--- config.mk ---
export PLATFORM = sky130hd
export DESIGN_NAME = ifmap_window_addr_gen
export DESIGN_NICKNAME = d
export VERILOG_FILES = /design/src/rtl/ifmap_window_addr_gen.sv
export SDC_FILE = /design/constraint.sdc
export NUM_CORES = 1
export LEC_CHECK = 0
export ABC_AREA = 0
export BUFFER_PORTS_ARGS = -buffer_cell sky130_fd_sc_hd__buf_2
export CAP_MARGIN = 0
export CELL_PAD_IN_SITES_DETAIL_PLACEMENT = 1
export CELL_PAD_IN_SITES_GLOBAL_PLACEMENT = 2
export CORE_MARGIN = 3
export CORE_UTILIZATION = 40
export DETAILED_ROUTE_END_ITERATION = 10
export GPL_TIMING_DRIVEN = 0
export PLACE_DENSITY = 0.87
export SETUP_SLACK_MARGIN = 0.02
export SLEW_MARGIN = 20
export SYNTH_ARGS = -nofsm -noshare
export SYNTH_HDL_FRONTEND = slang
export SYNTH_SLANG_ARGS = --single-unit
--- constraint.sdc ---
create_clock -name clk -period 5.2 [get_ports clk]
set_input_delay 1.04 -clock clk [delete_from_list [all_inputs] [get_ports clk]]
set_output_delay 1.04 -clock clk [all_outputs]
set_load 0.005 [all_outputs]
--- src/rtl/ifmap_window_addr_gen.sv ---
// -----------------------------------------------------------------------------
// ifmap_window_addr_gen
//
// Generates read addresses for an input-feature-map held in a circular buffer.
// Each row has a start/end descriptor. The block walks rows 0..last_row. In
// each row it slides a window head by `stride` and emits `filter_size`
// consecutive addresses per window on a valid/ready stream.
//
// Ports
//   clk, rst            clock; asynchronous active-low reset
//   cfg_we/cfg_row/     descriptor write port (only honoured while idle)
//   cfg_start/cfg_end
//   last_row, stride,   run parameters, latched on go
//   filter_size
//   go, abort           start pulse (idle only) / synchronous abort
//   raddr, raddr_valid, address stream; win_last marks the last address of
//   raddr_ready,        a window
//   win_last
//   row_done, done      one-cycle pulses at end of a row / end of the run
//   busy                high whenever the FSM is not idle
//   row_ptr_out         row currently being walked
//   state_dbg           current FSM state encoding
//
// Handshake: a beat transfers on a rising edge where raddr_valid && raddr_ready.
// While raddr_valid && !raddr_ready, raddr and win_last stay stable and
// raddr_valid stays high; only abort or reset can withdraw a pending beat.
// -----------------------------------------------------------------------------
module ifmap_window_addr_gen #(
  parameter int IF_MAP_HEIGHT  = 16,
  parameter int MAX_ROW        = 4,
  parameter int STRIDE_W       = 2,
  parameter int FILTER_W       = 4,
  localparam int ADD_WIDTH     = (IF_MAP_HEIGHT > 1) ? $clog2(IF_MAP_HEIGHT) : 1,
  localparam int ROW_PTR_WIDTH = (MAX_ROW > 1) ? $clog2(MAX_ROW) : 1
) (
  input  logic                     clk,
  input  logic                     rst,
  input  logic                     cfg_we,
  input  logic [ROW_PTR_WIDTH-1:0] cfg_row,
  input  logic [ADD_WIDTH-1:0]     cfg_start,
  input  logic [ADD_WIDTH-1:0]     cfg_end,
  input  logic [ROW_PTR_WIDTH-1:0] last_row,
  input  logic [STRIDE_W-1:0]      stride,
  input  logic [FILTER_W-1:0]      filter_size,
  input  logic                     go,
  input  logic                     abort,
  output logic [ADD_WIDTH-1:0]     raddr,
  output logic                     raddr_valid,
  input  logic                     raddr_ready,
  output logic                     win_last,
  output logic                     row_done,
  output logic                     done,
  output logic                     busy,
  output logic [ROW_PTR_WIDTH-1:0] row_ptr_out,
  output logic [2:0]               state_dbg
);

  // Wide enough that stride + filter_size - 1 never overflows.
  localparam int CW = ADD_WIDTH + FILTER_W + 1;

  typedef enum logic [2:0] {
    S_IDLE = 3'd0,
    S_LOAD = 3'd1,
    S_EMIT = 3'd2,
    S_ADV  = 3'd3,
    S_FIN  = 3'd4
  } state_t;

  state_t                   state_q, state_d;
  logic [ADD_WIDTH-1:0]     head_q, head_d;
  logic [ADD_WIDTH-1:0]     rem_q, rem_d;
  logic [FILTER_W-1:0]      off_q, off_d;
  logic [ROW_PTR_WIDTH-1:0] row_ptr_q, row_ptr_d;
  logic [STRIDE_W-1:0]      stride_q, stride_d;
  logic [FILTER_W-1:0]      fs_q, fs_d;
  logic [ROW_PTR_WIDTH-1:0] last_row_q, last_row_d;
  logic [ADD_WIDTH-1:0]     start_q [MAX_ROW];
  logic [ADD_WIDTH-1:0]     start_d [MAX_ROW];
  logic [ADD_WIDTH-1:0]     end_q   [MAX_ROW];
  logic [ADD_WIDTH-1:0]     end_d   [MAX_ROW];
  logic [ADD_WIDTH-1:0]     raddr_q, raddr_d;
  logic                     valid_q, valid_d;
  logic                     win_last_q, win_last_d;
  logic                     row_done_q, row_done_d;
  logic                     done_q, done_d;
  logic                     busy_q, busy_d;

  logic [ADD_WIDTH-1:0]     load_start;
  logic [ADD_WIDTH-1:0]     load_rem;
  logic [CW-1:0]            fs_m1;
  logic                     fits_load;
  logic                     fits_next;
  logic                     fs_one;
  logic                     off_last;
  logic [FILTER_W-1:0]      off_nxt;
  logic                     row_finish;

  // rem is the wrapped distance from the window head to the row end, so a row
  // crossing the top of the buffer is handled without comparing raw addresses.
  assign load_start = start_q[row_ptr_q];
  assign load_rem   = end_q[row_ptr_q] - load_start;
  assign fs_m1      = CW'(fs_q) - CW'(1);
  assign fits_load  = CW'(load_rem) >= fs_m1;
  assign fits_next  = CW'(rem_q) >= (CW'(stride_q) + fs_m1);
  assign fs_one     = (fs_q == FILTER_W'(1));
  assign off_nxt    = off_q + FILTER_W'(1);
  assign off_last   = (off_q == fs_q - FILTER_W'(1));

  always_comb begin
    state_d    = state_q;
    head_d     = head_q;
    rem_d      = rem_q;
    off_d      = off_q;
    row_ptr_d  = row_ptr_q;
    stride_d   = stride_q;
    fs_d       = fs_q;
    last_row_d = last_row_q;
    start_d    = start_q;
    end_d      = end_q;
    raddr_d    = raddr_q;
    valid_d    = valid_q;
    win_last_d = win_last_q;
    row_done_d = 1'b0;
    done_d     = 1'b0;
    row_finish = 1'b0;

    unique case (state_q)
      S_IDLE: begin
        if (cfg_we) begin
          start_d[cfg_row] = cfg_start;
          end_d[cfg_row]   = cfg_end;
        end
        if (go) begin
          // Zero stride/filter_size are treated as 1; last_row is clamped.
          stride_d   = (stride == '0) ? STRIDE_W'(1) : stride;
          fs_d       = (filter_size == '0) ? FILTER_W'(1) : filter_size;
          last_row_d = (32'(last_row) > 32'(MAX_ROW - 1)) ?
                       ROW_PTR_WIDTH'(MAX_ROW - 1) : last_row;
          row_ptr_d  = '0;
          head_d     = '0;
          state_d    = S_LOAD;
        end
      end
      S_LOAD: begin
        head_d = load_start;
        rem_d  = load_rem;
        if (fits_load) begin
          off_d      = '0;
          raddr_d    = load_start;
          valid_d    = 1'b1;
          win_last_d = fs_one;
          state_d    = S_EMIT;
        end else begin
          row_finish = 1'b1;
        end
      end
      S_EMIT: begin
        if (valid_q && raddr_ready) begin
          if (off_last) begin
            valid_d    = 1'b0;
            win_last_d = 1'b0;
            state_d    = S_ADV;
          end else begin
            off_d      = off_nxt;
            raddr_d    = head_q + ADD_WIDTH'(off_nxt);
            win_last_d = (off_nxt == fs_q - FILTER_W'(1));
          end
        end
      end
      S_ADV: begin
        if (fits_next) begin
          head_d     = head_q + ADD_WIDTH'(stride_q);
          rem_d      = rem_q - ADD_WIDTH'(stride_q);
          off_d      = '0;
          raddr_d    = head_q + ADD_WIDTH'(stride_q);
          valid_d    = 1'b1;
          win_last_d = fs_one;
          state_d    = S_EMIT;
        end else begin
          row_finish = 1'b1;
        end
      end
      S_FIN: begin
        state_d = S_IDLE;
      end
      default: begin
        state_d = S_IDLE;
      end
    endcase

    if (row_finish) begin
      row_done_d = 1'b1;
      if (row_ptr_q == last_row_q) begin
        done_d  = 1'b1;
        state_d = S_FIN;
      end else begin
        row_ptr_d = row_ptr_q + ROW_PTR_WIDTH'(1);
        state_d   = S_LOAD;
      end
    end

    // Abort overrides everything, including a go in the same cycle.
    if (abort) begin
      state_d    = S_IDLE;
      valid_d    = 1'b0;
      win_last_d = 1'b0;
      row_done_d = 1'b0;
      done_d     = 1'b0;
    end

    busy_d = (state_d != S_IDLE);
  end

  always_ff @(posedge clk or negedge rst) begin
    if (!rst) begin
      state_q    <= S_IDLE;
      head_q     <= '0;
      rem_q      <= '0;
      off_q      <= '0;
      row_ptr_q  <= '0;
      stride_q   <= '0;
      fs_q       <= '0;
      last_row_q <= '0;
      for (int i = 0; i < MAX_ROW; i++) begin
        start_q[i] <= '0;
        end_q[i]   <= '0;
      end
      raddr_q    <= '0;
      valid_q    <= 1'b0;
      win_last_q <= 1'b0;
      row_done_q <= 1'b0;
      done_q     <= 1'b0;
      busy_q     <= 1'b0;
    end else begin
      state_q    <= state_d;
      head_q     <= head_d;
      rem_q      <= rem_d;
      off_q      <= off_d;
      row_ptr_q  <= row_ptr_d;
      stride_q   <= stride_d;
      fs_q       <= fs_d;
      last_row_q <= last_row_d;
      start_q    <= start_d;
      end_q      <= end_d;
      raddr_q    <= raddr_d;
      valid_q    <= valid_d;
      win_last_q <= win_last_d;
      row_done_q <= row_done_d;
      done_q     <= done_d;
      busy_q     <= busy_d;
    end
  end

  assign raddr       = raddr_q;
  assign raddr_valid = valid_q;
  assign win_last    = win_last_q;
  assign row_done    = row_done_q;
  assign done        = done_q;
  assign busy        = busy_q;
  assign row_ptr_out = row_ptr_q;
  assign state_dbg   = state_q;

endmodule

### Word-level counts from Yosys, hierarchy flattened

Cells that the tools add are included.

* register bits: 66
* bits of input ports: 24
* output and inout port bits: 14
* logic and storage cells: 130

* add/sub/neg operators: 9
* magnitude comparators: 5
* equal/unequal tests: 16
* mux-type cells: 59
* bitwise logic cells: 2
* reductions and logical operators: 17

Operators by type and width (number)
* 2-to-1 mux 4 bit: 16
* one-hot mux 4 bit (3 select lines): 3
* bitwise mux 16 bit: 2
* 2-to-1 mux 3 bit: 8
* >= comparator 4 x 9 -> 1 bit: 2
* 2-to-1 mux 1 bit: 17
* binary-select mux 4 bit (select 2 bit): 2
* != test 3 bit, second input constant: 4
* one-hot mux 3 bit (4 select lines): 1
* 2-to-1 mux 2 bit: 5
* != test 2 bit, second input constant: 5
* AND reduction 5 bit: 2
* nonzero test 3 bit: 3
* demux 4 bit (select 2 bit): 1
* equality test 4 bit: 2
* one-hot mux 4 bit (2 select lines): 1
* adder 3 x 5 -> 6 bit: 1
* equality test 3 x 2 -> 1 bit, second input constant: 2
* >= comparator 3 bit, second input constant: 2
* NOT 2 -> 3 bit: 2
* one-hot mux 1 bit (3 select lines): 2
* AND reduction 2 bit: 3
* subtractor 4 x 1 -> 5 bit, second input constant: 1
* adder 4 x 1 -> 4 bit, second input constant: 1
* 19 further kinds: 20

### Depth between registers and ports, before layout

* word-level depth: 11
* depth in mapped cells: 17
* gate-level depth less buffers: 16

### Worst setup path before layout

OpenSTA, ideal clock, no wires.

* path kind: reg-to-reg
* start: register row_ptr_q[0] (netlist: row_ptr_out[0])
* end: register off_q[0]
* library setup time: 0.125 ns
* arrival time: 3.974 ns
* data required time: 5.075 ns
* setup slack: 1.101 ns
* cell stages (with the launch flop): 17
* buffers on the path: 1
* period minus slack after synthesis: 4.099 ns
* cells stage by stage: dfrtp_1 buf_2 mux4_2 inv_1 ha_1 a21o_1 a21oi_1 xnor2_1 xor2_1 inv_1 ha_1 o21ai_0 a211o_1 o31ai_4 a31oi_4 nor3_4 mux2_4

* cells in the longest elaborated chain, start to end: 8
* elaborated cells on any way between the ends: 11
* those cells by class: add/sub: 1; order compare: 1; eq/ne: 1; mux: 6; bitwise: 1; reduce/logical: 1

RTL lines
* start, declared: RTL line 73 `logic [ROW_PTR_WIDTH-1:0] row_ptr_q, row_ptr_d;`
* start signal, assigned: RTL line 239 `row_ptr_q <= row_ptr_d;`
* NOT 2 -> 3 bit (not written as such) *: RTL line 100, 101
* binary-select mux 4 bit (select 2 bit) (on tied branches): RTL line 101, 100
* 2-to-1 mux 4 bit (on tied branches) (2 in series): RTL line 101, 100
* subtractor 4 bit *: RTL line 101 `assign load_rem = end_q[row_ptr_q] - load_start;`
* >= comparator 4 x 9 -> 1 bit *: RTL line 103 `assign fits_load = CW'(load_rem) >= fs_m1;`
* != test 2 bit (no line) *
* AND reduction 5 bit (no line) *
* end signal, assigned: RTL line 219 `off_q <= '0;`
* end signal, assigned: RTL line 238 `off_q <= off_d;`
* end, declared: RTL line 72 `logic [FILTER_W-1:0] off_q, off_d;`

Mark *: on every way between the ends. The rest lies on a longest branch, timed or not. The select of a mux whose other input is x is not followed.
A chain may end at the register's enable or synchronous reset.

### Worst setup path after layout

* start: register row_ptr_q[0] (netlist: row_ptr_out[0])
* end: register raddr_q[2] (netlist: raddr[2])

* cells in the longest elaborated chain, start to end: 8
* elaborated cells on any way between the ends: 13
* those cells by class: add/sub: 1; order compare: 1; eq/ne: 1; mux: 8; bitwise: 1; reduce/logical: 1

RTL lines
* NOT 2 -> 3 bit (not written as such) *: RTL line 100, 101
* binary-select mux 4 bit (select 2 bit) (on tied branches): RTL line 101, 100
* 2-to-1 mux 4 bit (on tied branches) (2 in series): RTL line 101, 100
* subtractor 4 bit: RTL line 101
* >= comparator 4 x 9 -> 1 bit: RTL line 103
* != test 2 bit (no line)
* AND reduction 5 bit (no line)
* end signal, assigned: RTL line 245 `raddr_q <= raddr_d;`
* end, declared: RTL line 81 `logic [ADD_WIDTH-1:0] raddr_q, raddr_d;`

Marked as above.

==> metrics <==
pin count of the biggest net entering global routing=38; dpl ws=around 0.63 ns; DRC marker count from the first detailed-route iteration=104; Top delay family on crit path=compound AO/OA/AOI/OAI gates; Seq/Total Area, Yosys=41.2%; Pre-antenna DRT Iters=5; clock input transition at the sequential cells of the worst setup and hold paths=0.07 ns; Setup TNS Final=0 ns; post-synth cell types=51; Initial Util=42.2%; Tightest Pin Transition=just under 0.8 ns; # DRC=0; total inserted antenna cells=0; Post-Route WL=roughly 9500 um; clk buf depth=2; half-perimeter wire length after placement=7290 um; Clock H-tree levels=3; worst path required time=around 5.4 ns; maximum clock skew at final layout=around 0.0074 ns; # hold bufs at CTS=0; Total Power Consumption=3.46 mW; number of enable flip-flop cells after synthesis=0; remaining global-route overflow=0; fraction of post-synthesis cell area in the top cell type by area=between 40% and 50%; max-cap violations=0; routability congestion estimate=0.770; Synth Cell Area=roughly 4000 sq um; Antenna Violating Nets Remaining=0; number of max-slew violations in the final report=0; Syn Nets=400; final clock period utilization by the worst path=between 80 and 90%; number of fill cells=1043; standard cell core area=around 9500 sq um; post-route worst setup slack=0.662 ns; number of cells upsized or downsized after cts=0; initial antenna violation count=0; most frequent standard cell in the layout excluding fill and tap cells=sky130_fd_sc_hd__dfrtp_1; vias per cell=around 5.3; Tmin final=4.54 ns; Cells on Worst Hold Path=1; total CTS buffers=9; prevailing post-synth register cell=sky130_fd_sc_hd__dfrtp_1; critical path's slowest cell=sky130_fd_sc_hd__mux4_2; worst hold margin=0.505 ns; standby leakage power=slightly above 2 nW; leading cell types by total area after synthesis=sky130_fd_sc_hd__dfrtp_1 41%, sky130_fd_sc_hd__mux2_2 10%, sky130_fd_sc_hd__ha_1 7.2%; maximum operating frequency=around 220 MHz; worst-path fanout max=10; endpoint type of the worst setup path=flip-flop; yosys warns=0; setup slack on the worst flop-to-flop path=roughly 0.66 ns; global-route wire length before repair=16100 um; reg-to-reg endpoint=raddr[2]; Async S/R FF share, synth=100%; stage delay of the slowest cell on the critical path=0.59 ns; Hold WC Path Type=flip-flop to flip-flop; startpoint type of the worst setup path=flip-flop; number of setup violations in the final report=0; share of layout cells above drive strength 1=between 30% and 40%; number of instances in the synthesized netlist=348; most frequent cells in the layout=66 x sky130_fd_sc_hd__dfrtp_1, 39 x sky130_fd_sc_hd__buf_2, 36 x sky130_fd_sc_hd__mux2_2; data arrival time at the worst-slack endpoint=roughly 4.8 ns; clock insertion delay at the later pin of the skew report=between 0.3 and 0.4 ns; count of endpoints failing hold in the final timing report=0; start point of the worst hold path=start_q[6]; worst supply voltage drop on vdd=about 350 uV; vias in the first global route=3070; power density over cell area=755 nW/um^2; Tot GR Track Use=18.1%; relative slew slack=46.8%; setup repair after global routing missed its margin=no; relative area change from synthesis to final layout=14.1%; I/O pin cnt=38; count of state elements after synthesis=66; die boundary height=106 um; die area=11300 sq um; mean routed wirelength per cell=~18 um; number of clock sinks=66; WHS Endpoint=start_q[6]; type of the worst setup path=flip-flop to flip-flop; result of the run=completed; startpoint of the most critical register-to-register path=row_ptr_out[0]; number of nets in the final layout=about 450; die width=106 um; Layout Utilization=between 40% and 50%; number of port buffers=37; Post-CTS Repair Setup Buffers=0; Row Count=35; average instance area after synthesis=approximately 12 sq um; worst reg-to-reg path cell count=16; total number of vias=2838; library cell used as clock root buffer=sky130_fd_sc_hd__clkbuf_8; TritonCTS clock tree=built; WP buf/inv=3; cells along the critical path=buf_2 -> mux4_2 -> inv_1 -> ha_1 -> a21o_1 -> a21oi_1 -> xnor2_1 -> xor2_1 -> inv_1 -> ha_1 -> o21ai_0 -> a211o_1 -> o31ai_4 -> a31oi_4 -> nor3_4 -> mux2_4; cell taking the most area after synthesis=sky130_fd_sc_hd__dfrtp_1
-- final cells by class --
| cell class | instances | area (sq um) | area share (%) |
|---|---|---|---|
| multi-input cells | 246 | 2210 | 48.2 |
| clock buffers | 10 | 128 | 2.79 |
| clock inverters | 6 | 67.6 | 1.48 |
| repair buffers | 38 | 208 | 4.54 |
| well taps | 129 | 161 | 3.53 |
| inverters | 23 | 86.3 | 1.89 |
| plain buffers | 13 | 67.6 | 1.48 |
| flip-flops and latches | 66 | 1650 | 36.1 |
-- synth_stat cells (3+ instances only) --
| master | count |
|---|---|
| sky130_fd_sc_hd__dfrtp_1 | 66 |
| sky130_fd_sc_hd__mux2_2 | 36 |
| sky130_fd_sc_hd__ha_1 | 23 |
| sky130_fd_sc_hd__inv_1 | 23 |
| sky130_fd_sc_hd__nor2_1 | 21 |
| sky130_fd_sc_hd__nand2_1 | 16 |
| sky130_fd_sc_hd__xnor2_1 | 16 |
| sky130_fd_sc_hd__o21ai_0 | 14 |
| sky130_fd_sc_hd__a21oi_1 | 12 |
| sky130_fd_sc_hd__clkbuf_1 | 8 |
| sky130_fd_sc_hd__mux2i_1 | 8 |
| sky130_fd_sc_hd__mux4_2 | 8 |
| sky130_fd_sc_hd__xor2_1 | 8 |
| sky130_fd_sc_hd__mux2_4 | 7 |
| sky130_fd_sc_hd__nand2b_1 | 7 |
| sky130_fd_sc_hd__a21o_1 | 6 |
| sky130_fd_sc_hd__nor3_1 | 6 |
| sky130_fd_sc_hd__a31oi_1 | 5 |
| sky130_fd_sc_hd__fa_1 | 5 |
| sky130_fd_sc_hd__nand3_1 | 5 |
| sky130_fd_sc_hd__a211oi_1 | 4 |
| sky130_fd_sc_hd__or3_1 | 4 |
| sky130_fd_sc_hd__buf_2 | 3 |
| sky130_fd_sc_hd__nor2b_1 | 3 |
| sky130_fd_sc_hd__o31ai_1 | 3 |
-- sequential cells by signal, summed over array words and instances (netlist names) --
register / flops
raddr_valid: 1
last_row_q: 2
off_q: 4
done: 1
busy: 1
head_q: 4
end_q: 16
fs_q: 4
stride_q: 2
win_last: 1
rem_q: 4
raddr: 4
start_q: 16
row_ptr_out: 2
row_done: 1
state_dbg: 3
-- kinds of logic (layout without fill, tap and decap cells) --
| group | after synthesis | in the layout | share of synthesized area (%) |
|---|---|---|---|
| DFF | 66 | 66 | 41.2 |
| and+or+nand+nor | 74 | 74 | 9.85 |
| buffers and inverters | 36 | 90 | 3.84 |
| adders and majority gates | 28 | 28 | 9.67 |
| xor gates and xnor gates | 25 | 25 | 5.64 |
| muxes | 59 | 59 | 19.2 |
| AOI/OAI and AO/OA | 60 | 60 | 10.6 |
-- through the flow --
stage | instance area (sq um) | std cells
floorplan | 4010 | 348
global placement | 4360 | 514
detailed placement | 4380 | 515
CTS | 4580 | 531
global route | 4580 | 531
finish | 4580 | 531
-- how the worst max path moves through the flow --
stage	startpoint	endpoint	slack (ns)	depth (start not counted)
5_1_grt	row_ptr_out[0]	raddr[1]	0.26	16
3_3_place_gp	row_ptr_out[0]	raddr[2]	0.63	16
4_1_cts	row_ptr_out[0]	raddr[2]	0.59	16
6_report	row_ptr_out[0]	raddr[2]	0.66	16
3_5_place_dp	row_ptr_out[0]	off_q[0]	0.63	16
2_1_floorplan	row_ptr_out[0]	off_q[0]	1.10	16
-- per-layer routing --
metal,vias up,part of all wire [%],track usage [%],wire length [um]
met1,1454,46,23.6,4420
met3,9,2.6,4.31,245
met5,-,0,0,0
li1,1331,-,-,-
met4,0,0.99,3.79,94
met2,44,50,30.7,4770
-- where the power goes --
group	leakage, nW	switching, mW	internal [mW]
Clock	0.0925	0.220	0.222
Sequential	0.816	0.166	0.732
Combinational	1.15	1.16	0.958
Total	2.06	1.55	1.91
No activity file was read; power rests on OpenSTA's default activity.
